$ cat config.mk
export PLATFORM = sky130hd
export DESIGN_NAME = phrase_sequencer
export DESIGN_NICKNAME = d
export VERILOG_FILES = /design/src/rtl/phrase_sequencer.sv
export SDC_FILE = /design/constraint.sdc
export NUM_CORES = 1
export LEC_CHECK = 0
export CORE_AREA = 10 10 100 102
export CTS_CLUSTER_SIZE = 24
export DETAILED_ROUTE_END_ITERATION = 10
export DIE_AREA = 0 0 110 112
export DONT_BUFFER_PORTS = 1
export PLACE_DENSITY = 0.69
export SLEW_MARGIN = 40
export SYNTH_ARGS = -nofsm -noshare
export SYNTH_HDL_FRONTEND = slang
export SYNTH_SLANG_ARGS = --single-unit
$ cat constraint.sdc
create_clock -name sysclk -period 3.1 [get_ports sysclk]
set_clock_uncertainty 0.05 [all_clocks]
set_input_delay 0.31 -clock sysclk [delete_from_list [all_inputs] [get_ports sysclk]]
set_output_delay 0.31 -clock sysclk [all_outputs]
set_load 0.03 [all_outputs]
$ cat src/rtl/phrase_sequencer.sv
// Sends the enabled ROM segments as one phrase, one serializer character at a time; PHRASE_SEPARATOR_EN adds an 8'h20 between segments.
// Triggers are accepted only in IDLE and never queued; each character waits for tx_busy to fall plus CHAR_GAP idle cycles.
`timescale 1ns/1ps
module phrase_sequencer #(
  parameter int SEL_W = 4,
  parameter int ADDR_W = 6,
  parameter logic [SEL_W*ADDR_W-1:0] SEG_BASE = {6'd31, 6'd23, 6'd12, 6'd0},
  parameter logic [SEL_W*ADDR_W-1:0] SEG_LEN = {6'd5, 6'd8, 6'd11, 6'd12},
  parameter int CHAR_GAP = 78105,
  parameter int AUTO_PERIOD = 2**25
) (
  input  logic              sysclk,
  input  logic              rst_n,
  input  logic [SEL_W-1:0]  sel,
  input  logic              write_pls,
  input  logic              auto_pls,
  output logic [ADDR_W-1:0] rom_addr,
  input  logic [7:0]        rom_data,
  output logic [7:0]        tx_data,
  output logic              tx_start,
  input  logic              tx_busy,
  output logic              busy,
  output logic              done,
  output logic              auto_on
);

  localparam int SW = $clog2(SEL_W + 1);
  localparam int GW = (CHAR_GAP > 1) ? $clog2(CHAR_GAP) : 1;
  localparam int AW = (AUTO_PERIOD > 1) ? $clog2(AUTO_PERIOD) : 1;

  typedef enum logic [2:0] {ST_IDLE, ST_SCAN, ST_FETCH, ST_SEND, ST_WAIT, ST_DONE} state_t;

  state_t            state_q, state_d;
  logic [SEL_W-1:0]  sel_q, sel_d;
  logic [SW-1:0]     seg_idx_q, seg_idx_d;
  logic [ADDR_W-1:0] char_idx_q, char_idx_d;
  logic [GW-1:0]     gap_cnt_q, gap_cnt_d;
  logic              gap_ph_q, gap_ph_d;
  logic              fetch_ph_q, fetch_ph_d;
  logic [AW-1:0]     auto_cnt_q, auto_cnt_d;
  logic              auto_on_q, auto_on_d;
  logic              busy_q, busy_d;
  logic              done_q, done_d;
  logic              tx_start_q, tx_start_d;
  logic [7:0]        tx_data_q, tx_data_d;
  logic [ADDR_W-1:0] rom_addr_q, rom_addr_d;
`ifdef PHRASE_SEPARATOR_EN
  logic              sep_q, sep_d;
  logic              sent_any_q, sent_any_d;
`endif

  logic              auto_tick, trigger, found, gap_done;
  logic [SW-1:0]     found_idx;
  logic [ADDR_W-1:0] char_next;

  function automatic logic [ADDR_W-1:0] seg_base(input logic [SW-1:0] idx);
    logic [ADDR_W-1:0] r;
    r = '0;
    for (int i = 0; i < SEL_W; i++)
      if (idx == SW'(i)) r = SEG_BASE[i*ADDR_W +: ADDR_W];
    return r;
  endfunction

  function automatic logic [ADDR_W-1:0] seg_len(input logic [SW-1:0] idx);
    logic [ADDR_W-1:0] r;
    r = '0;
    for (int i = 0; i < SEL_W; i++)
      if (idx == SW'(i)) r = SEG_LEN[i*ADDR_W +: ADDR_W];
    return r;
  endfunction

  always_comb begin
    state_d    = state_q;
    sel_d      = sel_q;
    seg_idx_d  = seg_idx_q;
    char_idx_d = char_idx_q;
    gap_cnt_d  = gap_cnt_q;
    gap_ph_d   = gap_ph_q;
    fetch_ph_d = fetch_ph_q;
    auto_cnt_d = auto_cnt_q;
    auto_on_d  = auto_on_q;
    busy_d     = busy_q;
    done_d     = 1'b0;
    tx_start_d = 1'b0;
    tx_data_d  = tx_data_q;
    rom_addr_d = rom_addr_q;
`ifdef PHRASE_SEPARATOR_EN
    sep_d      = sep_q;
    sent_any_d = sent_any_q;
`endif
    gap_done   = 1'b0;
    char_next  = char_idx_q + ADDR_W'(1);

    auto_tick = auto_on_q && (auto_cnt_q == AW'(AUTO_PERIOD - 1));
    trigger   = write_pls || auto_tick;

    // Lowest enabled non-empty segment at or above seg_idx; one hop per SCAN cycle.
    found     = 1'b0;
    found_idx = '0;
    for (int i = SEL_W - 1; i >= 0; i--) begin
      if (SW'(i) >= seg_idx_q && sel_q[i] && SEG_LEN[i*ADDR_W +: ADDR_W] != '0) begin
        found     = 1'b1;
        found_idx = SW'(i);
      end
    end

    if (auto_pls) begin
      auto_on_d  = ~auto_on_q;
      auto_cnt_d = '0;
    end else if (auto_on_q) begin
      auto_cnt_d = auto_tick ? '0 : auto_cnt_q + AW'(1);
    end

    case (state_q)
      ST_IDLE: begin
        if (trigger) begin
          sel_d      = sel;
          seg_idx_d  = '0;
          char_idx_d = '0;
          busy_d     = 1'b1;
`ifdef PHRASE_SEPARATOR_EN
          sent_any_d = 1'b0;
`endif
          state_d    = ST_SCAN;
        end
      end
      ST_SCAN: begin
        if (found) begin
          seg_idx_d  = found_idx;
          char_idx_d = '0;
`ifdef PHRASE_SEPARATOR_EN
          if (sent_any_q) begin
            sep_d      = 1'b1;
            tx_data_d  = 8'h20;
            tx_start_d = 1'b1;
            state_d    = ST_SEND;
          end else
`endif
          begin
            rom_addr_d = seg_base(found_idx);
            fetch_ph_d = 1'b0;
            state_d    = ST_FETCH;
          end
        end else begin
          done_d  = 1'b1;
          state_d = ST_DONE;
        end
      end
      ST_FETCH: begin
        // First cycle lets the ROM see the new address; data is captured on the second.
        if (!fetch_ph_q) begin
          fetch_ph_d = 1'b1;
        end else begin
          tx_data_d  = rom_data;
          tx_start_d = 1'b1;
          state_d    = ST_SEND;
        end
      end
      ST_SEND: begin
        gap_ph_d  = 1'b0;
        gap_cnt_d = '0;
        state_d   = ST_WAIT;
      end
      ST_WAIT: begin
        if (!gap_ph_q) begin
          if (!tx_busy) begin
            if (CHAR_GAP == 0) begin
              gap_done = 1'b1;
            end else begin
              gap_ph_d  = 1'b1;
              gap_cnt_d = '0;
            end
          end
        end else if (gap_cnt_q == GW'(CHAR_GAP - 1)) begin
          gap_done = 1'b1;
        end else begin
          gap_cnt_d = gap_cnt_q + GW'(1);
        end

        if (gap_done) begin
`ifdef PHRASE_SEPARATOR_EN
          if (sep_q) begin
            sep_d      = 1'b0;
            rom_addr_d = seg_base(seg_idx_q);
            fetch_ph_d = 1'b0;
            state_d    = ST_FETCH;
          end else
`endif
          begin
            if (char_next == seg_len(seg_idx_q)) begin
              char_idx_d = '0;
              seg_idx_d  = seg_idx_q + SW'(1);
`ifdef PHRASE_SEPARATOR_EN
              sent_any_d = 1'b1;
`endif
              state_d    = ST_SCAN;
            end else begin
              char_idx_d = char_next;
              rom_addr_d = seg_base(seg_idx_q) + char_next;
              fetch_ph_d = 1'b0;
              state_d    = ST_FETCH;
            end
          end
        end
      end
      ST_DONE: begin
        busy_d  = 1'b0;
        state_d = ST_IDLE;
      end
      default: state_d = ST_IDLE;
    endcase
  end

  always_ff @(posedge sysclk or negedge rst_n) begin
    if (!rst_n) begin
      state_q    <= ST_IDLE;
      sel_q      <= '0;
      seg_idx_q  <= '0;
      char_idx_q <= '0;
      gap_cnt_q  <= '0;
      gap_ph_q   <= 1'b0;
      fetch_ph_q <= 1'b0;
      auto_cnt_q <= '0;
      auto_on_q  <= 1'b0;
      busy_q     <= 1'b0;
      done_q     <= 1'b0;
      tx_start_q <= 1'b0;
      tx_data_q  <= '0;
      rom_addr_q <= '0;
`ifdef PHRASE_SEPARATOR_EN
      sep_q      <= 1'b0;
      sent_any_q <= 1'b0;
`endif
    end else begin
      state_q    <= state_d;
      sel_q      <= sel_d;
      seg_idx_q  <= seg_idx_d;
      char_idx_q <= char_idx_d;
      gap_cnt_q  <= gap_cnt_d;
      gap_ph_q   <= gap_ph_d;
      fetch_ph_q <= fetch_ph_d;
      auto_cnt_q <= auto_cnt_d;
      auto_on_q  <= auto_on_d;
      busy_q     <= busy_d;
      done_q     <= done_d;
      tx_start_q <= tx_start_d;
      tx_data_q  <= tx_data_d;
      rom_addr_q <= rom_addr_d;
`ifdef PHRASE_SEPARATOR_EN
      sep_q      <= sep_d;
      sent_any_q <= sent_any_d;
`endif
    end
  end

  assign rom_addr = rom_addr_q;
  assign tx_data  = tx_data_q;
  assign tx_start = tx_start_q;
  assign busy     = busy_q;
  assign done     = done_q;
  assign auto_on  = auto_on_q;

endmodule
Word level (Yosys, flattened, before mapping):

Index checks and enable logic that the tools add are counted.

* bits in registers: 78
* input bits: 17
* output and inout port bits: 18
* word-level logic and storage cells: 135

* $add $sub $neg: 5
* magnitude comparators: 4
* equality and inequality tests: 22
* mux-type cells: 66
* bitwise operators: 1
* reduce and logical (&&, ||, !) cells: 23

Operator list (count)
* 6-bit 2-to-1 mux: 19
* 25-bit 2-to-1 mux: 3
* 17-bit 2-to-1 mux: 3
* 17-bit one-hot mux with 2 select lines: 1
* 3-bit 2-to-1 mux: 9
* 25-bit by 1-bit adder with 25-bit output, second input constant: 1
* 25-bit == test, second input constant: 1
* 3-bit by 2-bit == test with 1-bit output, second input constant: 6
* 6-bit one-hot mux with 3 select lines: 1
* 17-bit by 1-bit adder with 17-bit output, second input constant: 1
* 17-bit == test, second input constant: 1
* 1-bit 2-to-1 mux: 17
* 3-bit one-hot mux with 5 select lines: 1
* 4-bit 2-to-1 mux: 3
* 2-bit != test, second input constant: 6
* 6-bit one-hot mux with 2 select lines: 1
* 4-bit AND reduction: 3
* 3-bit by 1-bit == test with 1-bit output, second input constant: 3
* 3-bit one-hot mux with 3 select lines: 1
* 2-bit 2-to-1 mux: 4
* 2-bit nonzero test: 4
* 6-bit by 1-bit adder with 6-bit output, second input constant: 1
* 6-bit adder: 1
* 3-bit == test, second input constant: 2
* other kinds (15): 28

Longest topological paths before layout:

* depth in word-level cells: 15
* gate-level depth with buffers: 11
* gate-level depth less buffers: 11

Worst setup path after synthesis:

Ideal clock, no wire load.

* kind: reg2reg
* start: register seg_idx_q[0]
* end: register seg_idx_q[2]
* library setup time: 76 ps
* data arrival time: 2572 ps
* required time: 2974 ps
* slack: 402 ps
* cell stages (with the launch flop): 11
* path buffers: 1
* clock period less this slack: 2698 ps
* path through: dfrtp_1 -> buf_4 -> inv_1 -> ha_1 -> nor2b_1 -> or3_1 -> a2111oi_2 -> o311ai_1 -> or2_0 -> or4_1 -> o21ai_1

* longest elaborated chain between the ends: 10

RTL lines
* from (decl): line 35 `logic [SW-1:0] seg_idx_q, seg_idx_d;`
* from (signal assigned): line 237 `seg_idx_q <= seg_idx_d;`
* 3-bit logical NOT
* 4-bit 2-to-1 mux: line 68 `if (idx == SW'(i)) r = SEG_LEN[i*ADDR_W +: ADDR_W];`
* 6-bit 2-to-1 mux (3 in a row): line 68
* 6-bit 2-to-1 mux: line 180 `if (gap_done) begin`
* 6-bit 2-to-1 mux: line 114 `case (state_q)`
* 6-bit == test: line 190 `if (char_next == seg_len(seg_idx_q)) begin`
* 2-bit != test (no line)
* 5-bit AND reduction (no line)

Several ways; a longest one is shown, not always the timed one. The select of a mux whose other input is x is not followed.
A chain may end at the register's enable or synchronous reset.

Worst setup path in the final report:

* start: register seg_idx_q[1]
* end: register seg_idx_q[2]

Same word-level chain as after synthesis.

==> metrics.cfg <==
[synth]
synthAdderAreaFrac_pct = 3.93
synthMuxAreaShare_pct = 5.40
yosys.area.top_type = dfrtp_1
synth_top_family_by_area = simple AND/OR/NAND/NOR gates
syn_inst = 462
synth_common_cells = dfrtp_1, nor2_1, o21ai_0
synth_seq_cells = 78
syn_nets = 492
synth_edf_count = 0
synth-simple-area-share_pct = 22.2
ys_seq_area_share_pct = 45.1
synthArstFlopShare_pct = 100
syn_area_per_cell_um2 = 9.37
synthTopCellsByArea = dfrtp_1, mux2_2, o21ai_0
synth_xor_area_share_pct = 4.25
yosysMostFrequentCell = dfrtp_1
yosys_warnings = 0
synth-compound-area-share_pct = 15.8
synthesis.area_um2 = 4330
synth_top_area_share_pct = 45.1
synth-main-ff-cell = dfrtp_1
yosysUniqueCellTypes = 59

[timing]
slew_headroom_pct = 51.5
setup_slack_ns = 0.213
setup_violations = 0
fin_crit_ns = 2.89
tightest_slew_ns = 0.721
final_hold_viol_count = 0
finalSetupTns_ns = 0
hold_ws_ns = 0.0628
timing.final.crit_share_pct = 93.1
final_max_slew_viol_count = 0
rsz0062_at_grt = false
max_freq_mhz = 346

[power]
p_switching_mw = 1.47
p_sw_share_pct = 40.5
p_total_mw = 3.64
power_frac_clock_pct = 20.6
p_leak_nw = 2.05
seq_power_share_pct = 43.8
p_comb_share_pct = 35.6
p_int_mw = 2.16
ir_drop_uv = 331
pwr_density_cell_nw_per_um2 = 773

[cts]
cts_buffers = 9
cts_root_buffer = clkbuf_8
clk_pin_slew_worst_paths_ns = 0.09
cts.sinks = 78
cts_tree = done
cts.htree.levels = 3
clkLatencyLatePin_ns = 0.35
cts_buffer_depth = 2

[route]
drc = 0
first_pass_iters = 4
drtIter0Drc = 131
routed_wl_um = 9230
via_count = 3353
final_antenna_net_count = 0
vias_per_cell = 5.79
drt-wirelength-per-cell_um = 15.9

[floorplan]
core_area_um2 = 8050
die_area_um2 = 12300
io_pins = 35
rows = 33
start_util_pct = 53.8
dieHeight_um = 112
die_w_um = 110

[setup_path]
cp_slowest_cell = dfrtp_1
path_cells = ha_1 -> nor2b_1 -> or3_1 -> a2111oi_2 -> o311ai_1 -> or2_0 -> or4_1 -> o21ai_1
critPathLaunch = seg_idx_q[1]$_DFFE_PN0P_
crit_family = simple AND/OR/NAND/NOR gates
path_buf_inv = 0
worstPathRequired_ns = 3.32
path_class = reg2reg
worst_setup_path_end_kind = flip-flop
crit_fanout = 9
startpoint_type = flip-flop
rr_startpoint = seg_idx_q[1]$_DFFE_PN0P_
critPathMaxStageDelay_ns = 0.48
critPathArrivalTime_ns = 3.11

[grt]
grt_usage_pct = 15.6
grt_pass1_wl_um = 15900
grt_pass1_vias = 3311
overflow = 0
antenna_found_initial = 0
grt_start_max_net_pins = 79

[placement]
dpl.hpwl_um = 6590
gp_congestion = 0.843
io_buffer_count = 0
place_ws_ns = 0.258
place_area_um2 = 4470

[final_layout]
nNetsFinal = 500
fin_area_um2 = 4700
drive_gt1_share_pct = 11.4
diodes = 0
area_growth_pct = 8.64

[outcome]
status = complete, no violations

[worst_hold_path]
hp-class = in2reg
holdCritStartpoint = rom_data[0]

[job]
drv_cap = 0

-- registers in the layout (all words and copies together) (netlist names) --
name        cells
state_q         3
rom_addr        6
tx_data         8
auto_cnt_q     25
busy            1
auto_on         1
sel_q           4
fetch_ph_q      1
gap_cnt_q      17
done            1
gap_ph_q        1
tx_start        1
char_idx_q      6
seg_idx_q       3
-- area by class of cell --
type,instances,area [um2]
Clock buffer,9,124
Clock inverter,6,63.8
Fill cell,727,3350
Inverter,19,71.3
Multi-Input combinational cell,348,2230
Sequential cell,78,1950
Tap cell,105,131
Timing Repair Buffer,14,130
-- power groups by stage --
stage / registers (mW) / clock network (mW) / logic (mW)
after floorplan: 1.55 / 0 / 1.01
after CTS: 1.60 / 0.769 / 1.30
after global placement: 1.61 / 0 / 1.23
after global routing: 1.63 / 0.825 / 1.45
final: 1.59 / 0.748 / 1.30
after detailed placement: 1.62 / 0 / 1.26
-- final timing paths --
path | to | slack [ns] | cells after the start
max | seg_idx_q[2]$_DFFE_PN0P_ | 0.21 | 8
min | tx_data[0]$_DFFE_PN0P_ | 0.06 | 1
max reg2reg | seg_idx_q[2]$_DFFE_PN0P_ | 0.21 | 8
min reg2reg | auto_cnt_q[15]$_DFFE_PN0P_ | 0.43 | 1
max in group asynchronous | char_idx_q[3]$_DFFE_PN0P_ | 2.19 | 2
min in group asynchronous | rom_addr[1]$_DFFE_PN0P_ | 0.49 | 2
-- cell usage in the layout (no fill, tap or decap), types with 5 or more instances in the layout --
master,n
a21oi_1,22
and2_1,5
and3_1,8
buf_4,11
clkbuf_8,9
dfrtp_1,78
ha_1,12
inv_1,19
mux2_2,19
nand2_1,36
nand2b_1,11
nand3_1,23
nand4_1,6
nor2_1,42
nor2b_1,12
nor3_1,6
nor4_1,6
o21ai_0,42
o31ai_1,16
or3_1,6
xnor2_1,9
xor2_1,12
-- kinds of logic (layout without fill, tap and decap cells) --
family          count (synthesis)  after routing
buf+inv                        36             48
simple gates                  182            182
mux                            21             21
compound gates                111            111
fa+ha+maj                      13             13
xor+xnor                       21             21
flops                          78             78
-- metal layers --
| layer | wire length [um] | GRT usage [%] | share of wire [%] |
|---|---|---|---|
| met3 | 297 | 3.69 | 3.2 |
| met5 | 0 | 0 | 0 |
| met4 | 48 | 3.99 | 0.52 |
| met1 | 4230 | 19.9 | 46 |
| met2 | 4650 | 25.6 | 50 |
-- what timing repair did --
item	in CTS	in global routing
resized for setup	0	0
hold buffers	3	0
setup buffers	0	0
hold endpoints to repair	81	0
setup endpoints to repair	0	0
-- worst register-to-register path, stage by stage, from the launching register on --
cell and delay (ns):
dfrtp_1 0.48, ha_1 0.26, nor2b_1 0.18, or3_1 0.37, a2111oi_2 0.39, o311ai_1 0.27
or2_0 0.27, or4_1 0.46, o21ai_1 0.08
-- stage by stage --
stage / std cells / utilization [%]
floorplan: 462 / -
global placement: 561 / 55.5
detailed placement: 561 / 55.5
CTS: 579 / 58.4
global route: 579 / 58.4
finish: 579 / 58.4
Power figures use the tool's default switching activity.
